[config.mk]
export PLATFORM = sky130hd
export DESIGN_NAME = pet2001_prg_loader_flat
export DESIGN_NICKNAME = d
export VERILOG_FILES = /design/src/rtl/pet2001_prg_loader_if.sv /design/src/rtl/pet2001_prg_loader.sv /design/src/flat_wrapper.sv
export SDC_FILE = /design/constraint.sdc
export NUM_CORES = 1
export LEC_CHECK = 0
export ABC_CLOCK_PERIOD_IN_PS = 2550
export BUFFER_PORTS_ARGS = -buffer_cell sky130_fd_sc_hd__buf_2
export CAP_MARGIN = 10
export CORE_MARGIN = 8
export CORE_UTILIZATION = 45
export CTS_CLUSTER_SIZE = 25
export DETAILED_ROUTE_END_ITERATION = 10
export PLACE_DENSITY = 0.61
export SYNTH_ARGS = -nofsm -noshare
export SYNTH_HDL_FRONTEND = slang
export SYNTH_SLANG_ARGS = --single-unit
[constraint.sdc]
create_clock -name clk -period 2.55 [get_ports clk]
set_clock_uncertainty 0.2 [all_clocks]
set_input_delay 0.255 -clock clk [delete_from_list [all_inputs] [get_ports clk]]
set_output_delay 0.255 -clock clk [all_outputs]
set_load 0.005 [all_outputs]
[src/rtl/pet2001_prg_loader_if.sv]
// Download byte stream in, RAM DMA write port out; the loader takes the master modport.
// Latency: none (wires only).  Backpressure: dl_ready qualifies dl_valid.
interface pet2001_prg_loader_if;
  logic        dl_active;
  logic        dl_valid;
  logic [7:0]  dl_data;
  logic        dl_ready;
  logic [15:0] dma_addr;
  logic [7:0]  dma_din;
  logic        dma_we;

  modport master (
    input  dl_active, dl_valid, dl_data,
    output dl_ready, dma_addr, dma_din, dma_we
  );

  modport slave (
    output dl_active, dl_valid, dl_data,
    input  dl_ready, dma_addr, dma_din, dma_we
  );
endinterface

[src/rtl/pet2001_prg_loader.sv]
// PET PRG loader: 2-byte load address, body DMA'd to RAM, optional VARTAB/ARYTAB/STREND patch (PRG_PATCH_PTRS_EN).
// Latency: accepted byte -> dma_we one clk later; one byte per clk sustained.
// Backpressure: dl_ready = dl_active while in ADDR_LO/ADDR_HI/DATA/DRAIN, else 0.
module pet2001_prg_loader #(
  parameter logic [7:0] PTR_BASE = 8'h2A
) (
  input  logic                        clk,
  input  logic                        reset_n,
  pet2001_prg_loader_if.master        dl,
  output logic                        busy,
  output logic                        done,
  output logic                        err
);

  typedef enum logic [2:0] {
    S_IDLE, S_ADDR_LO, S_ADDR_HI, S_DATA, S_DRAIN, S_PATCH, S_DONE
  } state_t;

  state_t      state, state_nxt;
  logic        active_q;
  logic [15:0] load_addr, load_addr_nxt;
  logic [15:0] cur_addr, cur_addr_nxt;
  logic [15:0] dma_addr_nxt;
  logic [7:0]  dma_din_nxt;
  logic        dma_we_nxt;
  logic        err_nxt;
  logic        rise;
  logic        accept;
`ifdef PRG_PATCH_PTRS_EN
  logic [2:0]  patch_cnt, patch_cnt_nxt;
`endif

  assign rise     = dl.dl_active & ~active_q;
  assign dl.dl_ready = dl.dl_active &
                       ((state == S_ADDR_LO) || (state == S_ADDR_HI) ||
                        (state == S_DATA)    || (state == S_DRAIN));
  assign accept   = dl.dl_active & dl.dl_valid & dl.dl_ready;
  assign busy     = (state != S_IDLE);
  assign done     = (state == S_DONE);

  always_comb begin
    state_nxt     = state;
    load_addr_nxt = load_addr;
    cur_addr_nxt  = cur_addr;
    dma_addr_nxt  = dl.dma_addr;
    dma_din_nxt   = dl.dma_din;
    dma_we_nxt    = 1'b0;
    err_nxt       = err;
`ifdef PRG_PATCH_PTRS_EN
    patch_cnt_nxt = patch_cnt;
`endif
    if (rise) begin
      state_nxt = S_ADDR_LO;
      err_nxt   = 1'b0;
    end else begin
      case (state)
        S_ADDR_LO: begin
          if (!dl.dl_active) begin
            err_nxt   = 1'b1;
            state_nxt = S_IDLE;
          end else if (accept) begin
            load_addr_nxt[7:0] = dl.dl_data;
            state_nxt          = S_ADDR_HI;
          end
        end
        S_ADDR_HI: begin
          if (!dl.dl_active) begin
            err_nxt   = 1'b1;
            state_nxt = S_IDLE;
          end else if (accept) begin
            load_addr_nxt[15:8] = dl.dl_data;
            cur_addr_nxt        = {dl.dl_data, load_addr[7:0]};
            // Load address above RAM: nothing in this file can be written.
            if (dl.dl_data[7]) begin
              err_nxt   = 1'b1;
              state_nxt = S_DRAIN;
            end else begin
              state_nxt = S_DATA;
            end
          end
        end
        S_DATA: begin
          if (!dl.dl_active) begin
`ifdef PRG_PATCH_PTRS_EN
            // First pointer write issues here so PATCH shows six back-to-back strobes.
            dma_we_nxt    = 1'b1;
            dma_addr_nxt  = {8'h00, PTR_BASE};
            dma_din_nxt   = cur_addr[7:0];
            patch_cnt_nxt = 3'd1;
            state_nxt     = S_PATCH;
`else
            state_nxt     = S_DONE;
`endif
          end else if (accept) begin
            if (cur_addr[15]) begin
              err_nxt   = 1'b1;
              state_nxt = S_DRAIN;
            end else begin
              dma_we_nxt   = 1'b1;
              dma_addr_nxt = cur_addr;
              dma_din_nxt  = dl.dl_data;
              cur_addr_nxt = cur_addr + 16'd1;
            end
          end
        end
        S_DRAIN: begin
          if (!dl.dl_active) state_nxt = S_IDLE;
        end
        S_PATCH: begin
`ifdef PRG_PATCH_PTRS_EN
          if (patch_cnt == 3'd6) begin
            state_nxt = S_DONE;
          end else begin
            dma_we_nxt    = 1'b1;
            dma_addr_nxt  = {8'h00, PTR_BASE + {5'd0, patch_cnt}};
            dma_din_nxt   = patch_cnt[0] ? cur_addr[15:8] : cur_addr[7:0];
            patch_cnt_nxt = patch_cnt + 3'd1;
          end
`else
          state_nxt = S_DONE;
`endif
        end
        S_DONE:  state_nxt = S_IDLE;
        default: state_nxt = S_IDLE;
      endcase
    end
  end

  always_ff @(posedge clk or negedge reset_n) begin
    if (!reset_n) begin
      state       <= S_IDLE;
      active_q    <= 1'b0;
      load_addr   <= 16'h0000;
      cur_addr    <= 16'h0000;
      dl.dma_addr <= 16'h0000;
      dl.dma_din  <= 8'h00;
      dl.dma_we   <= 1'b0;
      err         <= 1'b0;
`ifdef PRG_PATCH_PTRS_EN
      patch_cnt   <= 3'd0;
`endif
    end else begin
      state       <= state_nxt;
      active_q    <= dl.dl_active;
      load_addr   <= load_addr_nxt;
      cur_addr    <= cur_addr_nxt;
      dl.dma_addr <= dma_addr_nxt;
      dl.dma_din  <= dma_din_nxt;
      dl.dma_we   <= dma_we_nxt;
      err         <= err_nxt;
`ifdef PRG_PATCH_PTRS_EN
      patch_cnt   <= patch_cnt_nxt;
`endif
    end
  end

endmodule

[src/flat_wrapper.sv]
// flat-port wrapper written by rule: the top's interface ports become plain ports
module pet2001_prg_loader_flat 
#(
  parameter logic [7:0] PTR_BASE = 8'h2A
)
  (clk, reset_n, busy, done, err, dl_dl_active, dl_dl_valid, dl_dl_data, dl_dl_ready, dl_dma_addr, dl_dma_din, dl_dma_we);
  pet2001_prg_loader_if dl_i ();
  input  logic clk;
  input  logic reset_n;
  output logic busy;
  output logic done;
  output logic err;
  input wire logic [$bits(dl_i.dl_active)-1:0] dl_dl_active;
  input wire logic [$bits(dl_i.dl_valid)-1:0] dl_dl_valid;
  input wire logic [$bits(dl_i.dl_data)-1:0] dl_dl_data;
  output wire logic [$bits(dl_i.dl_ready)-1:0] dl_dl_ready;
  output wire logic [$bits(dl_i.dma_addr)-1:0] dl_dma_addr;
  output wire logic [$bits(dl_i.dma_din)-1:0] dl_dma_din;
  output wire logic [$bits(dl_i.dma_we)-1:0] dl_dma_we;
  assign dl_i.dl_active = dl_dl_active;
  assign dl_i.dl_valid = dl_dl_valid;
  assign dl_i.dl_data = dl_dl_data;
  assign dl_dl_ready = dl_i.dl_ready;
  assign dl_dma_addr = dl_i.dma_addr;
  assign dl_dma_din = dl_i.dma_din;
  assign dl_dma_we = dl_i.dma_we;
  pet2001_prg_loader #(.PTR_BASE(PTR_BASE)) u_core (.clk(clk), .reset_n(reset_n), .dl(dl_i), .busy(busy), .done(done), .err(err));
endmodule
==> flow_metrics.env <==
export IMPL_status="finished clean"
export IMPL_grt_pass1_wl_mm=10.7
export IMPL_area_delta_synth_final_pct=16.1
export IMPL_grt_busiest_layer="met2"
export IMPL_ir_drop_mv=0.302
export IMPL_arrival_ns=2.26
export IMPL_multi_input_area_um2=1270
export IMPL_met2_usage=0.228
export IMPL_clock_latency_ns=0.30
export IMPL_grtUsageMet3=0.0409
export IMPL_switching_share=0.274
export IMPL_drc=0
export IMPL_grt_max_degree=29
export IMPL_worst_path_buf_inv=2
export IMPL_powerDensity_nw_per_um2=629
export IMPL_clkTransAtPathRegs_ns=0.09
export IMPL_ioPinCount=41
export IMPL_grt_setup_unrepaired="no"
export IMPL_fillerInstances=543
export IMPL_die_area_um2=8770
export IMPL_core_rowCount=28
export IMPL_overflow=0
export IMPL_crit_chain="dlygate4sd3_1, buf_2, and4b_1, nand3_2, or4_1, nand3_1"
export IMPL_vias=2121
export IMPL_ys_ff_latch=53
export IMPL_crit_slowest_cell="or4_1"
export IMPL_grt_use_met1=0.204
export IMPL_drtIter0Drc=98
export IMPL_critical_path_class="input port to register"
export IMPL_hold_path_class="input port to register"
export IMPL_cp_top_family="simple AND/OR/NAND/NOR gates"
export IMPL_switching_power_w=0.000543
export IMPL_antenna_found_initial=0
export IMPL_power_frac_comb=0.148
export IMPL_synthesis_nets=268
export IMPL_post_route_period_util=0.872
export IMPL_finalSetupTns_ns=0
export IMPL_async_reset_ff_frac=1.00
export IMPL_htree_levels=2
export IMPL_drive_gt1_frac=0.337
export IMPL_nets=312
export IMPL_worst_pin_slew_ns=0.610
export IMPL_wl_mm=6.25
export IMPL_synthCells=255
export IMPL_yosys_warnings=0
export IMPL_die_w_um=93.6
export IMPL_cts_tree="built"
export IMPL_start_util=0.461
export IMPL_ff_latch_area_um2=1330
export IMPL_seq_power_share=0.558
export IMPL_clock_fmax_mhz=450
export IMPL_ys_types=55
export IMPL_p_clk_frac=0.294
export IMPL_synth_edff_count=0
export IMPL_finalHoldViolations=0
export IMPL_routed_via_density=5.66
export IMPL_cp_start_kind="input port"
export IMPL_final_core_util=0.535
export IMPL_cpPeakStageDelay_ns=0.59
export IMPL_cts_buffers=5
export IMPL_drv_cap=0
export IMPL_grt_usage=0.151
export IMPL_drv_slew=0
export IMPL_first_pass_iters=4
export IMPL_setup_viol=0
export IMPL_portBuffers=39
export IMPL_core_um2=5890
export IMPL_worst_setup_path_end_kind="register"
export IMPL_clockRootBuffer="clkbuf_8"
export IMPL_die_h_um=93.6
export IMPL_cts_sinks=53
export IMPL_post_route_min_period_ns=2.22
export IMPL_grt_pass1_vias=2105
export IMPL_antenna_left=0
export IMPL_detailed_place_hpwl_mm=4.51
export IMPL_relSlewSlack=0.593
export IMPL_synth_area_um2=2710
export IMPL_ys_flop_type="dfrtp_1"
export IMPL_syn_avg_cell_area_um2=10.6
export IMPL_wl_per_cell_um=16.7
export IMPL_required_ns=2.59
export IMPL_p_int_w=0.00144
export IMPL_routabilityCongestion=0.899
export IMPL_synth_yosys_seq_area_share=0.489
export IMPL_clockBufferDepth=2
export IMPL_n_antenna_cell=0
export IMPL_worst_path_max_fanout=16
export IMPL_cellLeakagePower_nw=1.56
==> path summary, 6_finish.rpt <==
check	from	endpoint	slack, ns	cells after the start
worst min register to register	u_core.load_addr[5]	u_core.cur_addr[5]	0.29	2
min in group asynchronous	reset_n	u_core.dl.dma_addr[11]	0.29	2
worst max-delay path	dl_dl_active	u_core.cur_addr[10]	0.33	6
worst max register to register	u_core.state[2]	u_core.cur_addr[10]	0.34	4
worst min-delay path	dl_dl_data[5]	u_core.load_addr[5]	0.007	2
max in group asynchronous	reset_n	u_core.cur_addr[3]	1.29	3
==> final cells by class <==
class,instances,area share
Clock buffer,7,0.0274
Timing Repair Buffer,52,0.0993
Tap cell,75,0.0298
Inverter,7,0.00834
Multi-Input combinational cell,180,0.404
Clock inverter,1,0.00954
Sequential cell,53,0.421
==> synth_stat cells, types with 3 or more instances <==
master | instances | area share
dfrtp_1 | 53 | 0.49
mux2_2 | 32 | 0.13
nand2_1 | 19 | 0.026
a21oi_1 | 15 | 0.028
nand3_1 | 13 | 0.024
o21ai_0 | 12 | 0.022
nor2_1 | 9 | 0.012
and3_1 | 7 | 0.016
inv_1 | 7 | 0.0097
nor3_1 | 6 | 0.011
buf_2 | 5 | 0.0092
clkbuf_1 | 5 | 0.0069
nand4_1 | 5 | 0.012
or4_1 | 5 | 0.014
a22oi_1 | 4 | 0.011
nand2b_1 | 4 | 0.0092
a211o_1 | 3 | 0.0097
a31oi_1 | 3 | 0.0069
and2_1 | 3 | 0.0069
nor2b_1 | 3 | 0.0069
nor4_1 | 3 | 0.0069
==> timing repair <==
item / 4_1_cts / 5_1_grt
gates resized for setup: 0 / 0
setup buffers: 0 / 0
hold buffers: 3 / 0
endpoints found under the hold margin: 27 / 0
==> through the flow <==
step	power [W]	cells	hold WS (ns)	setup slack, ns	area [um^2]
5_1_grt	0.00210	375	0.00361	0.218	3150
2_1_floorplan	0.00128	255	-0.241	0.659	2710
4_1_cts	0.00201	375	0.00113	0.331	3150
6_report	0.00198	375	0.00654	0.326	3150
3_3_place_gp	0.00141	364	0.113	0.435	3000
3_5_place_dp	0.00141	364	0.110	0.371	3000
==> state kept, by name, indices dropped and copies added, names as in the netlist <==
register / flops
u_core.active_q: 1
u_core.cur_addr: 16
u_core.dl.dma_addr: 15
u_core.dl.dma_din: 8
u_core.dl.dma_we: 1
u_core.err: 1
u_core.load_addr: 8
u_core.state: 3
==> cell families (layout without fill, tap and decap cells) <==
family | count (synthesis) | in the layout | synth area share
AOI/OAI and AO/OA | 50 | 50 | 0.117
adders and majority gates | 1 | 1 | 0.00461
buffers and inverters | 22 | 67 | 0.0415
DFF | 53 | 53 | 0.489
muxes | 32 | 32 | 0.133
other | 1 | 1 | 0.00138
and+or+nand+nor | 96 | 96 | 0.214
==> per-layer routing <==
metal  routed length (um)  up-vias
met5                    0        -
met4                   97        0
met3                  411       14
met2                 2910       64
met1                 2830     1016
li1                     -     1027
==> power by group through the flow <==
stage | Combinational, W | Clock (W) | Sequential (W)
finish | 0.000294 | 0.000582 | 0.00111
global route | 0.000336 | 0.000634 | 0.00113
CTS | 0.000298 | 0.000608 | 0.00110
detailed placement | 0.000293 | 0 | 0.00112
global placement | 0.000290 | 0 | 0.00112
floorplan | 0.000208 | 0 | 0.00107
==> layout by cell type, fill, tap and decap left out, types with 2 or more instances in the layout <==
master and n:
and2_1 3, nor3b_1 2, a211o_1 3, nand2_1 19, a21oi_1 15, or3_1 2
nor4_1 3, o21ai_0 12, nand2b_1 4, a22oi_1 4, and3_1 7, clkbuf_8 6
nor2b_1 3, inv_1 7, dfrtp_1 53, nor2_1 9, or4_1 5, o211ai_1 2
mux2_2 32, dlygate4sd3_1 3, nand3_1 13, o22ai_1 2, buf_2 39, nand4_1 5
nor3_1 6, a31oi_1 3, buf_4 9
No activity file was read; power rests on OpenSTA's default activity.
